[src/rtl/piso_serial_tx.sv]
//======================================================================
// Module      : piso_serial_tx
// Description : Parallel-in, serial-out framed transmitter (start, LSB-first
//               data, optional even parity, stop) with a valid/ready load.
// Revision    : 1.0 - initial release
//======================================================================
`default_nettype none

module piso_serial_tx #(
    parameter int NBITS_DATA = 4,
    parameter int BIT_CYCLES = 1,
    parameter int PARITY_EN  = 1
) (
    input  logic                          clk_2,
    input  logic                          reset,
    input  logic [NBITS_DATA-1:0]         data_in_parallel,
    input  logic                          load,
    output logic                          ready,
    output logic                          busy,
    output logic                          serial_out,
    output logic                          done,
    output logic [$clog2(NBITS_DATA)-1:0] bit_index
);

    localparam int CW = (BIT_CYCLES > 1) ? $clog2(BIT_CYCLES) : 1;
    localparam int IW = $clog2(NBITS_DATA);

    localparam logic [CW-1:0] c_CNT_LAST = CW'(BIT_CYCLES - 1);
    localparam logic [IW-1:0] c_IDX_LAST = IW'(NBITS_DATA - 1);

    localparam logic [2:0] c_IDLE   = 3'd0;
    localparam logic [2:0] c_START  = 3'd1;
    localparam logic [2:0] c_DATA   = 3'd2;
    localparam logic [2:0] c_PARITY = 3'd3;
    localparam logic [2:0] c_STOP   = 3'd4;

    logic [2:0]            r_state;
    logic [CW-1:0]         r_cnt;
    logic [NBITS_DATA-1:0] r_shift;
    logic                  r_par;
    logic [IW-1:0]         r_idx;
    logic                  r_serial;
    logic                  r_done;

    logic [2:0]            w_state_nxt;
    logic [CW-1:0]         w_cnt_nxt;
    logic [NBITS_DATA-1:0] w_shift_nxt;
    logic                  w_par_nxt;
    logic [IW-1:0]         w_idx_nxt;
    logic                  w_done_nxt;
    logic                  w_serial_nxt;
    logic                  w_bit_end;

    assign w_bit_end = (r_cnt == c_CNT_LAST);

    always_comb begin
        w_state_nxt = r_state;
        w_cnt_nxt   = r_cnt;
        w_shift_nxt = r_shift;
        w_par_nxt   = r_par;
        w_idx_nxt   = r_idx;
        w_done_nxt  = 1'b0;
        case (r_state)
            c_IDLE: begin
                w_cnt_nxt = '0;
                w_idx_nxt = '0;
                if (load) begin
                    w_shift_nxt = data_in_parallel;
                    w_par_nxt   = ^data_in_parallel;
                    w_state_nxt = c_START;
                end
            end
            c_START: begin
                if (w_bit_end) begin
                    w_cnt_nxt   = '0;
                    w_state_nxt = c_DATA;
                end else begin
                    w_cnt_nxt = r_cnt + CW'(1);
                end
            end
            c_DATA: begin
                if (w_bit_end) begin
                    w_cnt_nxt   = '0;
                    w_shift_nxt = r_shift >> 1;
                    if (r_idx == c_IDX_LAST) begin
                        w_idx_nxt   = '0;
                        w_state_nxt = (PARITY_EN != 0) ? c_PARITY : c_STOP;
                    end else begin
                        w_idx_nxt = r_idx + IW'(1);
                    end
                end else begin
                    w_cnt_nxt = r_cnt + CW'(1);
                end
            end
            c_PARITY: begin
                if (w_bit_end) begin
                    w_cnt_nxt   = '0;
                    w_state_nxt = c_STOP;
                end else begin
                    w_cnt_nxt = r_cnt + CW'(1);
                end
            end
            c_STOP: begin
                if (w_bit_end) begin
                    w_cnt_nxt   = '0;
                    w_state_nxt = c_IDLE;
                    w_done_nxt  = 1'b1;
                end else begin
                    w_cnt_nxt = r_cnt + CW'(1);
                end
            end
            default: begin
                w_cnt_nxt   = '0;
                w_idx_nxt   = '0;
                w_state_nxt = c_IDLE;
            end
        endcase
    end

    // The line level is decoded from the next state so the flop already holds
    // the start bit in the cycle right after the accepting edge.
    always_comb begin
        w_serial_nxt = 1'b1;
        case (w_state_nxt)
            c_START:  w_serial_nxt = 1'b0;
            c_DATA:   w_serial_nxt = w_shift_nxt[0];
            c_PARITY: w_serial_nxt = w_par_nxt;
            default:  w_serial_nxt = 1'b1;
        endcase
    end

    always_ff @(posedge clk_2 or posedge reset) begin
        if (reset) begin
            r_state  <= c_IDLE;
            r_cnt    <= '0;
            r_shift  <= '0;
            r_par    <= 1'b0;
            r_idx    <= '0;
            r_serial <= 1'b1;
            r_done   <= 1'b0;
        end else begin
            r_state  <= w_state_nxt;
            r_cnt    <= w_cnt_nxt;
            r_shift  <= w_shift_nxt;
            r_par    <= w_par_nxt;
            r_idx    <= w_idx_nxt;
            r_serial <= w_serial_nxt;
            r_done   <= w_done_nxt;
        end
    end

    assign ready      = (r_state == c_IDLE);
    assign busy       = ~ready;
    assign serial_out = r_serial;
    assign done       = r_done;
    assign bit_index  = r_idx;

endmodule

`default_nettype wire

[config.mk]
export PLATFORM = sky130hd
export DESIGN_NAME = piso_serial_tx
export DESIGN_NICKNAME = d
export VERILOG_FILES = /design/src/rtl/piso_serial_tx.sv
export SDC_FILE = /design/constraint.sdc
export NUM_CORES = 1
export LEC_CHECK = 0
export ABC_AREA = 1
export CAP_MARGIN = 5
export CORE_MARGIN = 5
export CORE_UTILIZATION = 50
export DETAILED_ROUTE_END_ITERATION = 12
export GPL_TIMING_DRIVEN = 0
export PLACE_DENSITY = 0.78
export SETUP_SLACK_MARGIN = 0.15
export SLEW_MARGIN = 20
export SYNTH_ARGS = -nofsm -noshare
export SYNTH_HDL_FRONTEND = slang
export SYNTH_SLANG_ARGS = --single-unit
[constraint.sdc]
create_clock -name clk_2 -period 2.1 [get_ports clk_2]
set_clock_uncertainty 0.15 [all_clocks]
set_input_delay 0.315 -clock clk_2 [delete_from_list [all_inputs] [get_ports clk_2]]
set_output_delay 0.315 -clock clk_2 [all_outputs]
set_load 0.05 [all_outputs]
==> results of run 1 <==
metal layers:
layer,vias up,share of wire [%]
met1,241,41
li1,269,-
met5,-,0
met3,4,4.8
met4,0,1.7
met2,13,52
final timing paths:
kind                                        start                     end  slack (ns)  cells past startpoint
setup / recovery                   done$_DFF_PP0_                    done        0.23                      1
hold / removal                              reset  r_shift[3]$_DFFE_PP0P_        0.20                      2
setup reg to reg             r_state[2]$_DFF_PP0_  r_shift[2]$_DFFE_PP0P_        0.79                      6
hold reg to reg            r_shift[1]$_DFFE_PP0P_  r_shift[1]$_DFFE_PP0P_        0.33                      2
max in group asynchronous                   reset    serial_out$_DFF_PP1_        1.25                      2
min in group clk_2         r_shift[1]$_DFFE_PP0P_  r_shift[1]$_DFFE_PP0P_        0.33                      2
kinds of logic after synthesis:
family	after synthesis	synth area share, %
adders and majority gates	1	1.92
DFF	12	46.3
buffers and inverters	10	5.76
and+or+nand+nor	49	39.9
AOI/OAI and AO/OA	1	0.767
xor gates and xnor gates	4	5.38
sequential cells by signal, indices dropped and copies added (netlist names):
| name | flops |
|---|---|
| bit_index | 2 |
| r_state | 3 |
| serial_out | 1 |
| r_par | 1 |
| r_shift | 4 |
| done | 1 |
per-stage QoR:
step | power, mW | setup slack, ns
global route | 1.45 | 0.199
CTS | 1.36 | 0.0762
finish | 1.34 | 0.234
global placement | 1.22 | 0.113
detailed placement | 1.24 | 0.0990
floorplan | 1.03 | 0.480
synthesized netlist by cell type, drive strengths merged:
cell type,n,area (um^2)
nand2,30,130
dfrtp,11,275
inv,10,37.5
nand3,9,60.1
nor2,9,63.8
xnor2,2,17.5
xor2,2,17.5
dfstp,1,26.3
ha,1,12.5
nand4,1,6.26
o21ai,1,5.00
where the power goes:
| group | internal (mW) | leakage, nW | switching [mW] |
|---|---|---|---|
| registers | 0.337 | 0.151 | 0.0729 |
| clock network | 0.0735 | 0.0150 | 0.0772 |
| logic | 0.240 | 0.272 | 0.537 |
| total | 0.651 | 0.438 | 0.687 |
area by class of cell:
| type | count | area (um^2) | share of cell area [%] |
|---|---|---|---|
| inverters | 10 | 37.5 | 4.65 |
| multi-input cells | 55 | 313 | 38.8 |
| well taps | 15 | 18.8 | 2.33 |
| repair buffers | 12 | 110 | 13.6 |
| clock buffers | 4 | 26.3 | 3.26 |
| flip-flops and latches | 12 | 302 | 37.4 |
==> impl_metrics.py, run 1 <==
metrics = {
    "status": {
        "outcome": "completed",
    },
    "sta": {
        "hold_violations": 0,
        "finalMaxSlewViolations": 0,
        "worst_slew_pin_slew_ns": 0.501,
        "rsz0062_at_grt": "no",
        "setup_viol": 0,
        "max_freq_mhz": 536,
        "finalCritPeriodShare_pct": 88.8,
        "fin_crit_ns": 1.87,
        "slew_headroom_pct": 66.5,
        "setup-tns-final_ns": 0,
        "hold_ws_ns": 0.201,
    },
    "grt": {
        "grt_busiest_layer": "met2",
        "use_met3_pct": 3.52,
        "use_met1_pct": 17.0,
        "track_usage_pct": 14.2,
        "grt_pass1_wl_um": 2130,
        "grt_max_degree": 13,
        "antenna_found_initial": 0,
        "grt_pass1_vias": 547,
        "grt_use_met2_pct": 24.2,
        "grt.overflow.total": 0,
    },
    "clock_network": {
        "clk_pin_slew_ns": 0.08,
        "cts_tree": "done",
        "cts_buffer_depth": 2,
        "cts_buffers": 3,
        "cts_root_buffer": "clkbuf_4",
        "cts_resized": 4,
        "htree_levels": 1,
        "ctsHoldBuffers": 0,
        "postCtsSetupRepairBufs": 0,
        "insertion_delay_ns": 0.27,
        "cts_sinks": 12,
    },
    "critical_path": {
        "slowest_stage": "clkdlybuf4s50_1",
        "cp_max_fo": 1,
        "crit_path_end_kind": "output port",
        "crit_chain": "clkdlybuf4s50_1",
        "start_kind": "flop",
        "path_class": "reg -> out",
        "critPathMaxStageDelay_ns": 0.79,
        "critPathRequiredTime_ns": 1.63,
        "crit_family": "buffers and inverters",
        "arrival_ns": 1.40,
        "critPathBufInv": 1,
    },
    "final_layout": {
        "drive_gt1_share_pct": 24.7,
        "n_fill_cell": 118,
        "finish.utilization_pct": 63.6,
        "final_nets": 102,
        "final_common_cell": "nand2_1",
        "syn_to_final_growth_pct": 23.8,
        "postLayoutCellArea_um2": 807,
        "final_cell_mix": "25 x nand2_1, 11 x dfrtp_1, 7 x inv_1, 7 x clkdlybuf4s50_1, 6 x nand3_1",
        "finalNonFillerCells": 108,
        "antenna_cells": 0,
    },
    "floorplan": {
        "ioPinCount": 13,
        "fp.dieW_um": 46.1,
        "fp.dieH_um": 46.1,
        "initial_core_util_pct": 51.4,
        "num_rows": 13,
        "coreArea_um2": 1270,
        "die-area_um2": 2130,
    },
    "synth": {
        "yosysSeqAreaShare_pct": 46.3,
        "yosysWarnings": 0,
        "yosysUniqueCellTypes": 17,
        "syn_avg_cell_area_um2": 8.47,
        "synth.net_count": 85,
        "synthCells": 77,
        "synth_area_um2": 652,
        "ys_seq_elements": 12,
    },
    "pwr": {
        "p_per_area_nw_per_um2": 1660,
        "peakVddDrop_uv": 713,
        "p_leak_nw": 0.438,
    },
    "routing": {
        "drt_pass1_iterations": 4,
        "num_vias": 527,
        "dr.first_iter.drc_count": 14,
        "wl_per_cell_um": 10.7,
        "drtAntennaViolNets": 0,
        "drc": 0,
        "wirelength_um": 1150,
        "avgViaCountPerCell": 4.88,
    },
    "placed_design": {
        "io_buffers": 12,
        "gp_congestion": 0.722,
        "dp.final_hpwl_um": 954,
        "dp.cells": 104,
        "place_area_um2": 791,
    },
    "run": {
        "drv_cap": 0,
    },
    "hold_path": {
        "hp-class": "in -> async",
    },
}
No activity file was read; power rests on OpenSTA's default activity.
==> run 2, diff against run 1 <==
Settings changed: CORE_MARGIN 5 to 3.
==> impl_metrics.py, run 2 (synthesized netlist as in run 1, its figures left out) <==
metrics = {
    "floorplan": {
        "coreArea_um2": 1170,
        "num_rows": 12,
        "initial_core_util_pct": 55.7,
        "ioPinCount": 13,
        "fp.dieW_um": 42.1,
        "fp.dieH_um": 42.1,
        "die-area_um2": 1770,
    },
    "final_layout": {
        "final_common_cell": "nand2_1",
        "finalNonFillerCells": 107,
        "n_fill_cell": 105,
        "antenna_cells": 0,
        "final_nets": 102,
        "syn_to_final_growth_pct": 25.1,
        "postLayoutCellArea_um2": 816,
        "top_register": "r_shift",
        "drive_gt1_share_pct": 25.8,
        "final_cell_mix": "25 x nand2_1, 11 x dfrtp_1, 7 x inv_1, 7 x clkdlybuf4s50_1, 6 x nand3_1",
        "largest_reg_flops": 4,
    },
    "routing": {
        "drc": 0,
        "wirelength_um": 1140,
        "dr.first_iter.drc_count": 10,
        "drt_pass1_iterations": 2,
        "met2_length_um": 560,
        "met1Wirelength_um": 517,
        "drtAntennaViolNets": 0,
        "num_vias": 518,
        "avgViaCountPerCell": 4.84,
        "wl_per_cell_um": 10.7,
        "wl_met3_um": 45,
        "highest_layer": "met4",
    },
    "placed_design": {
        "dp.final_hpwl_um": 920,
        "place_area_um2": 790,
        "gp_congestion": 0.737,
        "dp.cells": 103,
        "io_buffers": 12,
    },
    "critical_path": {
        "crit_path_end_kind": "output port",
        "path_class": "reg -> out",
        "slowest_stage": "clkdlybuf4s50_1",
        "crit_family": "buffers and inverters",
        "critPathBufInv": 1,
        "r2r_start": "r_state[0]$_DFF_PP0_",
        "r2r_setup_slack_ns": 0.77,
        "startpoint": "done$_DFF_PP0_",
        "r2r_cells": 6,
        "critPathRequiredTime_ns": 1.63,
        "arrival_ns": 1.39,
        "cp_max_fo": 1,
        "r2r-end": "r_shift[2]$_DFFE_PP0P_",
        "crit_chain": "clkdlybuf4s50_1",
        "start_kind": "flop",
        "critPathMaxStageDelay_ns": 0.79,
    },
    "hold_path": {
        "hp-class": "in -> async",
    },
    "sta": {
        "hold_violations": 0,
        "fin_crit_ns": 1.86,
        "finalCritPeriodShare_pct": 88.6,
        "finalMaxSlewViolations": 0,
        "worst_slew_pin_slew_ns": 0.500,
        "setup-tns-final_ns": 0,
        "rsz0062_at_grt": "no",
        "max_freq_mhz": 538,
        "slew_headroom_pct": 66.6,
        "hold_ws_ns": 0.182,
        "setup_viol": 0,
    },
    "pwr": {
        "power_mw": 1.39,
        "p_leak_nw": 0.444,
        "peakVddDrop_uv": 862,
        "p_per_area_nw_per_um2": 1700,
    },
    "clock_network": {
        "insertion_delay_ns": 0.28,
        "cts_root_buffer": "clkbuf_4",
        "cts_buffers": 3,
        "postCtsSetupRepairBufs": 0,
        "cts_tree": "done",
        "cts_buffer_depth": 2,
        "ctsHoldBuffers": 0,
        "htree_levels": 1,
        "clk_pin_slew_ns": 0.08,
        "cts_sinks": 12,
    },
    "grt": {
        "grt_pass1_wl_um": 2090,
        "grt_max_degree": 13,
        "track_usage_pct": 15.7,
        "antenna_found_initial": 0,
        "grt.overflow.total": 0,
        "grt_pass1_vias": 506,
    },
    "status": {
        "outcome": "completed",
    },
    "run": {
        "drv_cap": 0,
    },
}
run 2: cell counts in the layout (fill, tap and decap cells not counted):
No cell type changed its count.
run 2: layout make-up:
cell class                      instances  area (um^2)  area share (%)
Tap cell                               14         17.5            2.15
Timing Repair Buffer                   12          110            13.5
Clock buffer                            4         36.3            4.45
Multi-Input combinational cell         55          313            38.3
Sequential cell                        12          302            37.0
Inverter                               10         37.5            4.60
run 2: timing repair:
item	CTS	global route
resized for setup	4	5
setup endpoints to repair	4	3
cloned	0	0
run 2: where the power goes:
group	internal, mW	total [mW]	switching (mW)
logic	0.240	0.787	0.547
clock network	0.106	0.189	0.0832
registers	0.337	0.411	0.0738
run 2: layer usage:
| layer | up-vias | GRT usage, % |
|---|---|---|
| met5 | - | 0 |
| met3 | 4 | 3.86 |
| met2 | 10 | 25.6 |
| met1 | 234 | 19.2 |
| li1 | 270 | - |
| met4 | 0 | 7.45 |
run 2: how the worst max path moves through the flow:
stage / endpoint / cells past startpoint
final: done / 1
after detailed placement: ready / 4
after floorplan: ready / 3
after CTS: ready / 4
after global placement: ready / 4
after global routing: done / 1
run 2: stage by stage:
step | utilization, % | setup slack [ns]
finish | 69.7 | 0.240
global placement | 67.4 | 0.117
floorplan | - | 0.480
CTS | 70.1 | 0.0729
detailed placement | 67.4 | 0.104
global route | 69.7 | 0.200
